### src/rtl/pc_sequencer_pkg.sv
// Shared types and constants for the fetch PC sequencer.
package pc_sequencer_pkg;

  // RUN: normal next-PC selection. FLUSH: one-cycle bubble after a trap/ERET redirect.
  typedef enum logic {
    ST_RUN   = 1'b0,
    ST_FLUSH = 1'b1
  } pcseq_state_t;

  localparam logic [31:0] PC_STEP = 32'd4;

  // Sequential fetch advance; wraps modulo 2^32.
  function automatic logic [31:0] pc_advance(input logic [31:0] cur);
    return cur + PC_STEP;
  endfunction

endpackage

### src/rtl/pc_sequencer.sv
// Fetch PC register and next-PC source selection (sequential, branch, trap, ERET),
// with a registered one-cycle flush after trap/return redirects and EXL tracking.
module pc_sequencer
  import pc_sequencer_pkg::*;
#(
  parameter logic [31:0] RESET_PC = 32'h0000_3000,
  parameter logic [31:0] ISR_PC   = 32'h0000_4180
) (
  input  logic        clk,
  input  logic        reset,
  input  logic        stall,
  input  logic        br_valid,
  input  logic [31:0] br_target,
  input  logic        exc_req,
  input  logic        int_req,
  input  logic        int_en,
  input  logic [31:0] exc_pc,
  input  logic        eret_req,
  input  logic [31:0] epc,
  output logic [31:0] pc,
  output logic        flush,
  output logic        epc_we,
  output logic [31:0] epc_out,
  output logic        in_handler
);

  pcseq_state_t state;
  logic         trap;

  // Interrupts are masked while already inside a handler; exceptions never are.
  assign trap = exc_req | (int_req & int_en & ~in_handler);

  // Sequencer FSM: all outputs registered, reset overrides everything.
  always_ff @(posedge clk) begin
    if (reset) begin
      state      <= ST_RUN;
      pc         <= RESET_PC;
      flush      <= 1'b0;
      epc_we     <= 1'b0;
      epc_out    <= 32'd0;
      in_handler <= 1'b0;
    end else begin
      case (state)
        ST_RUN: begin
          flush  <= 1'b0;
          epc_we <= 1'b0;
          if (trap) begin
            // A nested trap keeps the original EPC: no write when already in handler.
            pc         <= ISR_PC;
            state      <= ST_FLUSH;
            flush      <= 1'b1;
            in_handler <= 1'b1;
            epc_we     <= ~in_handler;
            epc_out    <= exc_pc;
          end else if (eret_req) begin
            pc         <= epc;
            state      <= ST_FLUSH;
            flush      <= 1'b1;
            in_handler <= 1'b0;
          end else if (stall) begin
            pc <= pc;
          end else if (br_valid) begin
            pc <= br_target;
          end else begin
            pc <= pc_advance(pc);
          end
        end
        ST_FLUSH: begin
          // Redirect already taken; every request is ignored for this one cycle.
          pc     <= pc_advance(pc);
          state  <= ST_RUN;
          flush  <= 1'b0;
          epc_we <= 1'b0;
        end
        default: begin
          state  <= ST_RUN;
          flush  <= 1'b0;
          epc_we <= 1'b0;
        end
      endcase
    end
  end

endmodule

### config.mk
export PLATFORM = sky130hd
export DESIGN_NAME = pc_sequencer
export DESIGN_NICKNAME = d
export VERILOG_FILES = /design/src/rtl/pc_sequencer_pkg.sv /design/src/rtl/pc_sequencer.sv
export SDC_FILE = /design/constraint.sdc
export NUM_CORES = 1
export LEC_CHECK = 0
export CORE_ASPECT_RATIO = 0.7
export CORE_MARGIN = 4
export CORE_UTILIZATION = 43
export CTS_CLUSTER_DIAMETER = 120
export DETAILED_ROUTE_END_ITERATION = 8
export GPL_TIMING_DRIVEN = 0
export PLACE_DENSITY = 0.81
export SETUP_SLACK_MARGIN = 0.02
export SYNTH_ARGS = -nofsm -noshare
export SYNTH_HDL_FRONTEND = slang
export SYNTH_SLANG_ARGS = --single-unit
### constraint.sdc
create_clock -name clk -period 3.1 [get_ports clk]
set_input_delay 0.93 -clock clk [delete_from_list [all_inputs] [get_ports clk]]
set_output_delay 0.93 -clock clk [all_outputs]
set_load 0.005 [all_outputs]
## After elaboration in Yosys (flattened, before gate mapping)

Cells that the tools add are included.

| word-level totals | value |
|---|---|
| bits in registers | 67 |
| input bits | 104 |
| word-level logic and storage cells | 27 |

| cells by class | value |
|---|---|
| bitwise logic cells | 5 |
| equal/unequal tests | 1 |
| $add $sub $neg | 1 |
| mux-type cells | 12 |
| reduce and logical (&&, ||, !) cells | 3 |

Operator list:

| kind | number |
|---|---|
| two-way mux 32 bit | 4 |
| case mux 32 bit (2 select lines) | 1 |
| adder 32 x 3 -> 32 bit, second input constant | 1 |
| two-way mux 1 bit | 5 |
| inequality test 4 bit, second input constant | 1 |
| case mux 1 bit (2 select lines) | 2 |
| AND reduction 2 bit | 2 |
| AND 1 bit | 2 |
| NOT 1 bit | 2 |
| nonzero test 2 bit | 1 |
| bitwise OR 1 bit | 1 |

## Logic depth before layout (Yosys ltp)

| logic depth | value |
|---|---|
| depth in word-level cells | 6 |
| mapped depth | 8 |

## Worst setup path before layout

OpenSTA, ideal clock, no wires.

| timing path | value |
|---|---|
| path type | input -> register |
| start point | input eret_req |
| end point | register pc[13] |
| stages | 7 |
| data arrival time | 2.392 ns |
| setup slack | 0.592 ns |
| path buffers | 3 |
| path through | clkbuf_1 -> clkbuf_1 -> clkinv_1 -> clkbuf_1 -> o221ai_1 -> nand3_1 -> a31o_2 |

| on the way | value |
|---|---|
| word-level cells in the longest chain between the ends | 3 |

Ends and longest elaborated chain:

| what | RTL line | text |
|---|---|---|
| start: declaration | pc_sequencer.sv:18 | `input logic eret_req,` |
| two-way mux 32 bit | pc_sequencer.sv:55 | `end else if (eret_req) begin` |
| two-way mux 32 bit | pc_sequencer.sv:47 | `if (trap) begin` |
| case mux 32 bit (2 select lines) | pc_sequencer.sv:43 | `case (state)` |
| end signal: assignment | pc_sequencer.sv:56 | `pc <= epc;` |
| end signal: assignment | pc_sequencer.sv:61 | `pc <= pc;` |
| end signal: assignment | pc_sequencer.sv:63 | `pc <= br_target;` |
| end: declaration | pc_sequencer.sv:20 | `output logic [31:0] pc,` |

Several ways; a longest one is shown, not always the timed one.
A chain may end at the register's enable or synchronous reset.

## Worst setup path after layout

| timing path | value |
|---|---|
| start point | input int_req |
| end point | register pc[12] |

| on the way | value |
|---|---|
| word-level cells in the longest chain between the ends | 5 |

Ends and longest elaborated chain:

| what | RTL line | text |
|---|---|---|
| start: declaration | pc_sequencer.sv:15 | `input logic int_req,` |
| AND 1 bit (*) (2 in series) | pc_sequencer.sv:31 | `assign trap = exc_req \| (int_req & int_en & ~in_handler);` |
| bitwise OR 1 bit (*) | pc_sequencer.sv:31 |  |
| two-way mux 32 bit | pc_sequencer.sv:47 |  |
| case mux 32 bit (2 select lines) | pc_sequencer.sv:43 |  |

Mark *: on every way between the ends. The rest lies on a longest branch, timed or not.

==> results.py <==
metrics = {
    "logic_synthesis": {
        "synth_area_um2": 3950,
        "synth_nets": 660,
        "synth-seq-area-share": 0.340,
        "synthFlopType": "dfxtp_1",
        "synth_edf_count": 0,
        "ys_ff_latch": 67,
        "synthDistinctLibCells": 62,
        "yosysWarnings": 0,
        "async_flop_share": 0,
        "syn_inst": 555,
        "avgSynthCellArea_um2": 7.11,
    },
    "clocking": {
        "cts_buffer_depth": 2,
        "cts.clk_slew.worst_paths_ns": 0.06,
        "cts_made_buffers": 9,
        "cts_tree": "done",
        "clock_latency_ns": 0.34,
        "cts_setup_buffers": 0,
        "cts_root_buf": "clkbuf_16",
        "htree_levels": 3,
        "cts_num_sinks": 67,
    },
    "floorplan": {
        "core_area_um2": 8690,
        "start_util": 0.454,
        "die_area_um2": 10800,
        "die_w_um": 123,
        "die_y_um": 88.2,
        "core.rowCount": 28,
        "ios": 171,
    },
    "detailed_routing": {
        "vias": 5169,
        "drt_iter0_drc": 588,
        "drc": 0,
        "wl_per_cell_um": 20.9,
        "ant_nets": 0,
        "wirelength_mm": 17.9,
        "firstDrtPassIters": 6,
        "via_per_inst": 6.02,
    },
    "worst_setup_path": {
        "crit_type": "primary input to flop",
        "worst-path-buf-inv": 2,
        "arrival_ns": 3.19,
        "cp.required_ns": 3.31,
        "crit_family": "buffers and inverters",
        "startpoint_type": "primary input",
        "endpoint_kind": "flop",
        "crit_path_top_delay_cell": "clkbuf_1",
        "path_cells": "clkdlybuf4s50_1 -> nand3b_1 -> nand2_1 -> clkbuf_1 -> nor2_1 -> o21ai_0 -> o211ai_1",
        "cpPeakStageDelay_ns": 0.58,
        "cp_max_fo": 10,
    },
    "global_routing": {
        "grt_max_degree": 13,
        "first_global_vias": 4880,
        "gr-total-overflow": 0,
        "antenna_found_initial": 0,
        "track_usage": 0.329,
        "grt_pass1_wl_mm": 27.1,
    },
    "run_status": {
        "run_status": "finished, final reports clean",
    },
    "final_layout": {
        "drive_above_1_share": 0.0556,
        "layout_commonest_cell": "clkdlybuf4s50_1",
        "area_growth_pct": 54.7,
        "diodes": 0,
        "final_cell_mix": "clkdlybuf4s50_1, nand2_1, dfxtp_1, a21oi_1, nor2_1",
        "fin_util": 0.703,
        "final_nets": 838,
    },
    "timing": {
        "tns_ns": 0,
        "rsz0062_at_grt": "no",
        "fin_skew_ns": 0.00487,
        "setup-violations-final": 0,
        "fin_crit_ns": 2.98,
        "relSlewSlack": 0.452,
        "worst_pin_slew_ns": 0.822,
        "drv_slew": 0,
        "max_freq_ghz": 0.336,
        "period_share": 0.960,
        "hold_viol_final": 0,
    },
    "hold_path": {
        "hp-class": "flop to flop",
    },
    "power_and_ir_drop": {
        "leakage_nw": 2.18,
        "p_per_area_nw_per_um2": 453,
        "ir_drop_v": 0.000321,
    },
    "job": {
        "drv_cap": 0,
    },
    "placement": {
        "routabilityCongestion": 0.954,
        "io_buffers": 167,
        "hpwlAfterDp_mm": 13.4,
    },
}
Yosys cell counts, drive strengths merged (4+ instances only):
| master | number | area [um2] |
|---|---|---|
| a21oi | 65 | 325 |
| o22ai | 16 | 100 |
| dfxtp | 67 | 1340 |
| a31oi | 9 | 56.3 |
| xor2 | 4 | 35.0 |
| clkbuf | 31 | 116 |
| or3 | 4 | 25.0 |
| a22oi | 9 | 67.6 |
| nand4 | 11 | 75.1 |
| inv | 11 | 41.3 |
| o21ai | 31 | 155 |
| and3 | 4 | 25.0 |
| nand2b | 14 | 87.6 |
| a211oi | 8 | 65.1 |
| nor3 | 18 | 90.1 |
| nand2 | 107 | 402 |
| nor2 | 40 | 150 |
| buf | 11 | 53.8 |
| nand3 | 20 | 105 |
| o221ai | 4 | 35.0 |
| nor4 | 11 | 87.6 |
| xnor2 | 4 | 35.0 |
sequential cells by signal (all words and copies together) (netlist names):
signal	cells
state	1
epc_we	1
in_handler	1
epc_out	32
pc	32
cell families (layout without fill, tap and decap cells):
group | Yosys count | after routing | synth area share
adders and majority gates | 1 | 1 | 0.00317
buffers and inverters | 54 | 237 | 0.0545
AOI/OAI and AO/OA | 174 | 174 | 0.274
xor gates and xnor gates | 8 | 8 | 0.0177
DFF | 67 | 67 | 0.340
and+or+nand+nor | 248 | 248 | 0.304
muxes | 3 | 3 | 0.00761
tightest hold or removal path: stages, from the launching register on:
cell     delay [ns]
dfxtp_1        0.30
nand2_1        0.05
a21oi_1        0.05
worst paths after layout:
kind / cells after the start / slack (ns) / from / to
max: 7 / 0.12 / int_req / pc[12]
min: 2 / 0.45 / epc_out[22] / epc_out[22]
max reg2reg: 7 / 0.61 / pc[2] / pc[30]
min reg2reg: 2 / 0.45 / epc_out[22] / epc_out[22]
area by class of cell:
cell class | instances | area (um2)
Buffer | 42 | 175
Clock buffer | 10 | 239
Clock inverter | 6 | 87.6
Fill cell | 727 | 2580
Inverter | 12 | 45.0
Multi-Input combinational cell | 434 | 2400
Sequential cell | 67 | 1340
Tap cell | 120 | 150
Timing Repair Buffer | 167 | 1670
per-stage QoR:
stage / hold slack [ns] / instances / total power [mW] / setup WS, ns / cell area [um2]
detailed placement: 0.446 / 842 / 1.62 / -0.458 / 5770
CTS: 0.454 / 858 / 2.75 / 0.00560 / 6100
global route: 0.477 / 858 / 2.86 / 0.0283 / 6110
finish: 0.453 / 858 / 2.77 / 0.125 / 6110
global placement: 0.441 / 842 / 1.61 / -0.443 / 5770
floorplan: 0.453 / 555 / 1.26 / 0.592 / 3950
power by group:
group          internal (mW)  switching [mW]  leakage (nW)
combinational          0.327           0.317          1.47
clock                  0.728           0.411         0.163
sequential             0.922          0.0616         0.551
routing by layer:
metal | up-vias | wire length (um) | part of all wire | track usage
li1 | 2375 | - | - | -
met4 | 0 | 470 | 0.026 | 0.111
met2 | 368 | 7760 | 0.43 | 0.500
met3 | 45 | 2110 | 0.12 | 0.0801
met1 | 2381 | 7570 | 0.42 | 0.457
met5 | - | 0 | 0 | 0
timing repair:
item,4_1_cts,5_1_grt
resized for setup,2,5
endpoints found under the hold margin,0,0
setup endpoints to repair,11,10
hold buffers,0,0
Power figures use the tool's default switching activity.
